[src/rtl/instruction_fetch_unit.sv]
// Instruction fetch: loadable program memory, PC stepper and halt/stall control feeding the decoder.
// Define FETCH_STEP_EN to add single-step fetch control (i_StepMode / i_Step).
module instruction_fetch_unit #(
    parameter int          ADDR_W    = 6,
    parameter int          DEPTH     = 64,
    parameter logic [15:0] HALT_WORD = 16'hFFFF
) (
    input  logic              i_CLK,
    input  logic              i_RST,
    input  logic              i_LoadEn,
    input  logic [ADDR_W-1:0] i_LoadAddr,
    input  logic [15:0]       i_LoadData,
    input  logic              i_Start,
    input  logic              i_Stall,
`ifdef FETCH_STEP_EN
    input  logic              i_StepMode,
    input  logic              i_Step,
`endif
    output logic [15:0]       o_Instr,
    output logic              o_InstrValid,
    output logic [ADDR_W-1:0] o_PC,
    output logic              o_Running,
    output logic              o_Halted
);

    typedef enum logic [1:0] {
        ST_IDLE = 2'd0,
        ST_RUN  = 2'd1,
        ST_HALT = 2'd2
    } state_t;

    state_t            r_state;
    state_t            w_state_nxt;
    logic [15:0]       r_mem [0:DEPTH-1];
    logic [ADDR_W-1:0] r_pc;
    logic [ADDR_W-1:0] w_pc_nxt;
    logic [15:0]       r_instr;
    logic [15:0]       w_instr_nxt;
    logic              r_valid;
    logic              w_valid_nxt;
    logic              r_running;
    logic              r_halted;
    logic              w_load;
    logic              w_fetch_en;
    logic [15:0]       w_word;

    assign w_word = r_mem[r_pc];

    // Decide whether this edge may fetch: stall always wins, step mode gates further.
`ifdef FETCH_STEP_EN
    assign w_fetch_en = !i_Stall && (!i_StepMode || i_Step);
`else
    assign w_fetch_en = !i_Stall;
`endif

    // Next-state, next-PC and next-output decode.
    always_comb begin
        w_state_nxt = r_state;
        w_pc_nxt    = r_pc;
        w_instr_nxt = r_instr;
        w_valid_nxt = 1'b0;
        w_load      = 1'b0;
        case (r_state)
            ST_IDLE, ST_HALT: begin
                // A load in the same cycle as start wins; start is dropped.
                if (i_LoadEn) begin
                    w_load = 1'b1;
                end else if (i_Start) begin
                    w_state_nxt = ST_RUN;
                    w_pc_nxt    = {ADDR_W{1'b0}};
                end else begin
                    w_state_nxt = r_state;
                end
            end
            ST_RUN: begin
                if (!w_fetch_en) begin
                    w_valid_nxt = 1'b0;
                end else if (w_word == HALT_WORD) begin
                    w_state_nxt = ST_HALT;
                end else begin
                    w_instr_nxt = w_word;
                    w_valid_nxt = 1'b1;
                    w_pc_nxt    = r_pc + {{(ADDR_W-1){1'b0}}, 1'b1};
                end
            end
            default: begin
                w_state_nxt = ST_IDLE;
                w_pc_nxt    = {ADDR_W{1'b0}};
            end
        endcase
    end

    // State, PC and registered outputs.
    always_ff @(posedge i_CLK) begin
        if (i_RST) begin
            r_state   <= ST_IDLE;
            r_pc      <= {ADDR_W{1'b0}};
            r_instr   <= 16'h0000;
            r_valid   <= 1'b0;
            r_running <= 1'b0;
            r_halted  <= 1'b0;
        end else begin
            r_state   <= w_state_nxt;
            r_pc      <= w_pc_nxt;
            r_instr   <= w_instr_nxt;
            r_valid   <= w_valid_nxt;
            r_running <= (w_state_nxt == ST_RUN);
            r_halted  <= (w_state_nxt == ST_HALT);
        end
    end

    // Program memory write port; contents survive reset.
    always_ff @(posedge i_CLK) begin
        if (!i_RST && w_load) begin
            r_mem[i_LoadAddr] <= i_LoadData;
        end
    end

    assign o_Instr      = r_instr;
    assign o_InstrValid = r_valid;
    assign o_PC         = r_pc;
    assign o_Running    = r_running;
    assign o_Halted     = r_halted;

endmodule
[config.mk]
export PLATFORM = sky130hd
export DESIGN_NAME = instruction_fetch_unit
export DESIGN_NICKNAME = d
export VERILOG_FILES = /design/src/rtl/instruction_fetch_unit.sv
export SDC_FILE = /design/constraint.sdc
export NUM_CORES = 1
export LEC_CHECK = 0
export BUFFER_PORTS_ARGS = -buffer_cell sky130_fd_sc_hd__buf_4
export CAP_MARGIN = 20
export CORE_MARGIN = 8
export CORE_UTILIZATION = 47
export DETAILED_ROUTE_END_ITERATION = 8
export PLACE_DENSITY_LB_ADDON = 0.3
export SYNTH_ARGS = -nofsm -noshare
export SYNTH_HDL_FRONTEND = slang
export SYNTH_SLANG_ARGS = --single-unit
[constraint.sdc]
create_clock -name i_CLK -period 8.6 [get_ports i_CLK]
set_input_delay 1.72 -clock i_CLK [delete_from_list [all_inputs] [get_ports i_CLK]]
set_output_delay 1.72 -clock i_CLK [all_outputs]
set_load 0.01 [all_outputs]
# Yosys cells after proc, flatten, opt, wreduce, memory -nomap -nowiden
# Memories as Yosys holds them, arrays and structs flattened. A register that Yosys moved wholly into a read port is not among the register bits.
# Index checks and enable logic that the tools add are counted.
[op_classes]
muxes = 17
n_addsub = 1
eq_ne = 9
reduce_logical = 7
bitwise = 3
[op_table]
columns = ["cell", "count"]
rows = [
  ["$mux 6", 6],
  ["$eq 16x16->1 const B", 1],
  ["$pmux 6 s2", 1],
  ["$mux 2", 4],
  ["$ne 2x2->1 const B", 4],
  ["$add 6x1->6 const B", 1],
  ["$mux 1", 5],
  ["$eq 2x1->1 const B", 2],
  ["$eq 2x2->1 const B", 2],
  ["$pmux 2 s2", 1],
  ["$reduce_and 4->1", 1],
  ["$not 1->1", 3],
  ["$reduce_and 3->1", 1],
  ["$reduce_or 3->1", 1],
  ["$logic_not 2->1", 1],
  ["$reduce_or 2->1", 1],
  ["$logic_and 1x1->1", 1],
  ["$logic_not 1->1", 1],
]
[totals]
elab_cells = 44
register_bits = 27
mem_count = 1
mem_bits_rw = 1024
out_inout_bits = 25
[memory_table]
columns = ["memory", "depth", "width", "read_ports", "rd_ports_with_merged_regs", "write_ports", "line", "rtl"]
rows = [
  ["r_mem", 64, 16, 1, 1, 1, "34", "logic [15:0] r_mem [0:DEPTH-1];"],
]

# Depth between registers and ports, before layout
[logic_depth]
ltp_word = 6
mapped_depth = 15

# Worst setup path after synthesis
# OpenSTA, ideal clock, no wires.
[synth_timing]
path_type = "input-to-reg"
start = "in i_RST"
end = "mem r_mem[31][0] (enable)"
required_time_ps = 8212
t_arrival_ps = 3338
slack_ps = 4873
path_buffers = 1
path_stages = 4
cell_sequence = "buf_6 nor4b_1 nand3_1 nor2_1"
[synth_via]
elab_chain_len = 4
[synth_lines]
columns = ["element", "line", "rtl"]
rows = [
  ["start, declared", "9", "input logic i_RST,"],
  ["$logic_not 1->1", "114", "if (!i_RST && w_load) begin"],
  ["$logic_and 1x1->1", "114", ""],
  ["$mux 1", "114", ""],
  ["$mux 1 (implied by the code)", "115", "r_mem[i_LoadAddr] <= i_LoadData;"],
  ["end, declared", "34", ""],
]
# No other way between the ends.

==> results.yml <==
die:
  io_pins: 52
  dieArea_mm2: 0.0972
  core_area_mm2: 0.0868
  die_h_um: 312
  die_w_um: 312
  start_util_pct: 47.4
  fp-row-count: 108
detailed_routing:
  drtAntennaViolNets: 0
  first_pass_iters: 5
  drt-initial-drc-count: 2724
  wl_per_cell_um: 32.4
  drc: 0
  post_drt_via_cell_ratio: 6.32
  wl_um: 106000
  vias: 20700
yosys:
  synth.area.top_cells: "edfxtp_1, mux4_2, mux4_1"
  synth.distinct_cells: 68
  synth.most_common_cell: "edfxtp_1"
  synth_edf_count: 1024
  syn_avg_cell_area_um2: 21.6
  synth_top_area_cell: "edfxtp_1"
  yosysTopAreaCellShare_pct: 74.8
  yosys_most_used_dff: "edfxtp_1"
  netlist_area_mm2: 0.0411
  yosys_warnings: 0
  syn_inst: 1901
  synth_nets: 1929
  synthArstFlopShare_pct: 0
  ys_seq_elements: 1057
  yosysSeqAreaShare_pct: 76.4
  synth.top_cells.by_count: "edfxtp_1, mux4_2, nor2_1, nand2_1, mux2i_1"
clock_network:
  cts_tree: "done"
  htree_levels: 3
  cts.sink_count: 1057
  clk_latency_ns: 0.66
  path_clk_slew_ns: 0.06
  cts-hold-fix-buffers: 0
  cts_setup_buffers: 0
  cts_root_buf: "clkbuf_16"
  cts_made_buffers: 103
  clockBufferDepth: 3
  ctsResizeCount: 0
global_routing:
  track_usage_pct: 21.4
  grt_pass1_wl_um: 152000
  antenna_found_initial: 5
  overflow: 0
  grt_max_degree: 136
  grt_pass1_vias: 20500
place:
  place_congestion: 0.889
  hpwlAfterDp_um: 62200
  port_buffers: 51
sta:
  setup_tns_ns: 0
  slew_headroom_pct: 18.7
  fmax_ghz: 0.191
  holdWs_ns: 0.541
  period_share_pct: 60.9
  drv_slew: 0
  setup_viol: 0
  fin_skew_ns: 0.0220
  fin_crit_ns: 5.24
  tightest_slew_ns: 1.21
  timing.final.hold_violations: 0
  rsz0062_at_grt: "no"
power_and_ir_drop:
  intPower_mw: 8.31
  power.density_mw_per_mm2: 225
  p_sw_share_pct: 20.1
  vdd.ir_drop.worst_mv: 0.132
  pwr-share-seq_pct: 54.6
  p_leak_nw: 14.2
  p_sw_mw: 2.09
  comb_power_share_pct: 2.6
  power_frac_clock_pct: 42.9
cells_and_area:
  final_util_pct: 53.2
  fin_nets: 2064
  syn_to_final_growth_pct: 12.3
  layout-drive-gt1-share_pct: 25.0
critical_path:
  path_max_fanout: 109
  cp-start-kind: "register"
  path_class: "reg -> reg"
  path_delay_family: "compound AO/OA/AOI/OAI gates"
  crit_chain: "buf_12 -> inv_2 -> buf_4 -> nand2_1 -> a32o_1 -> a2111oi_0 -> o2bb2a_1 -> o2111ai_1 -> nor4_4 -> nor2_2 -> o221a_2"
  cp.required_ns: 9.15
  arrival_ns: 5.79
  crit_path_top_delay_cell: "a2111oi_0"
  worstSetupEndpointType: "register"
  cp_num_buf_inv: 3
  cp_slowest_stage_delay_ns: 0.84
flow_run:
  maxCapViolCount: 0
min_path:
  min_path_type: "reg -> reg"
outcome:
  status: "finished clean"
==> through the flow <==
stage	power [mW]	std cells	area [µm²]	setup WS (ns)
after floorplan	5.91	1901	41100	4.87
after global placement	6.04	3084	42800	3.54
after detailed placement	6.05	3086	42800	3.43
after CTS	10.5	3277	46200	3.39
after global routing	10.7	3277	46200	3.16
final	10.4	3278	46200	3.36
==> layer usage <==
layer | GRT usage (%) | vias up | part of all wire (%)
li1 | - | 8301 | -
met1 | 30.4 | 11000 | 40
met2 | 32.8 | 1226 | 46
met3 | 5.53 | 183 | 11
met4 | 6.30 | 4 | 2.8
met5 | 0 | - | 0.025
==> path summary, 6_finish.rpt <==
check | start | to | slack [ns] | cells after the start
setup / recovery | register | o_Instr[3] | 3.36 | 11
hold / removal | o_PC[1] | register | 0.54 | 2
setup reg to reg | register | o_Instr[3] | 3.36 | 11
hold reg to reg | o_PC[1] | register | 0.54 | 2
==> tightest hold or removal path, stage by stage, from the launching register on <==
cell and delay [ns]:
dfxtp_1 0.35, nand2_1 0.07, o2bb2ai_1 0.08
==> power by group through the flow <==
stage / Clock, mW / Sequential [mW] / Combinational (mW)
floorplan: 0 / 5.78 / 0.137
global placement: 0 / 5.78 / 0.260
detailed placement: 0 / 5.79 / 0.269
CTS: 4.51 / 5.68 / 0.269
global route: 4.71 / 5.67 / 0.284
finish: 4.46 / 5.68 / 0.267
==> cells in the final DEF (no fill, tap or decap), drive strengths merged, types with 32 or more instances in the layout <==
cell	n
a21oi	32
buf	133
clkbuf	131
clkinv	46
dfxtp	33
edfxtp	1024
mux2i	52
mux4	250
nand2	71
nor2	87
==> registers in the layout, summed over array words and instances, names as in the netlist, named ones only <==
| name | cells |
|---|---|
| r_mem | 1024 |
| o_Instr | 16 |
| o_PC | 6 |
| r_state | 2 |
| o_Halted | 1 |
| o_InstrValid | 1 |
| o_Running | 1 |
==> layout make-up <==
cell class	instances	area [µm²]
Inverter	8	30.0
Fill cell	6629	40600
Clock buffer	131	2800
Tap cell	1155	1450
Antenna cell	1	2.50
Multi-Input combinational cell	733	8880
Timing Repair Buffer	133	1050
Sequential cell	1057	31400
Clock inverter	60	548
==> logic make-up after synthesis <==
family	Yosys count	synth area share, %
AO/OA/AOI/OAI	176	3.09
adder cells (fa/ha/maj)	1	0.0304
buffers and inverters	111	2.06
flip-flops	1057	76.4
multiplexers	317	15.7
AND/OR/NAND/NOR	239	2.71
Power figures use the tool's default switching activity.
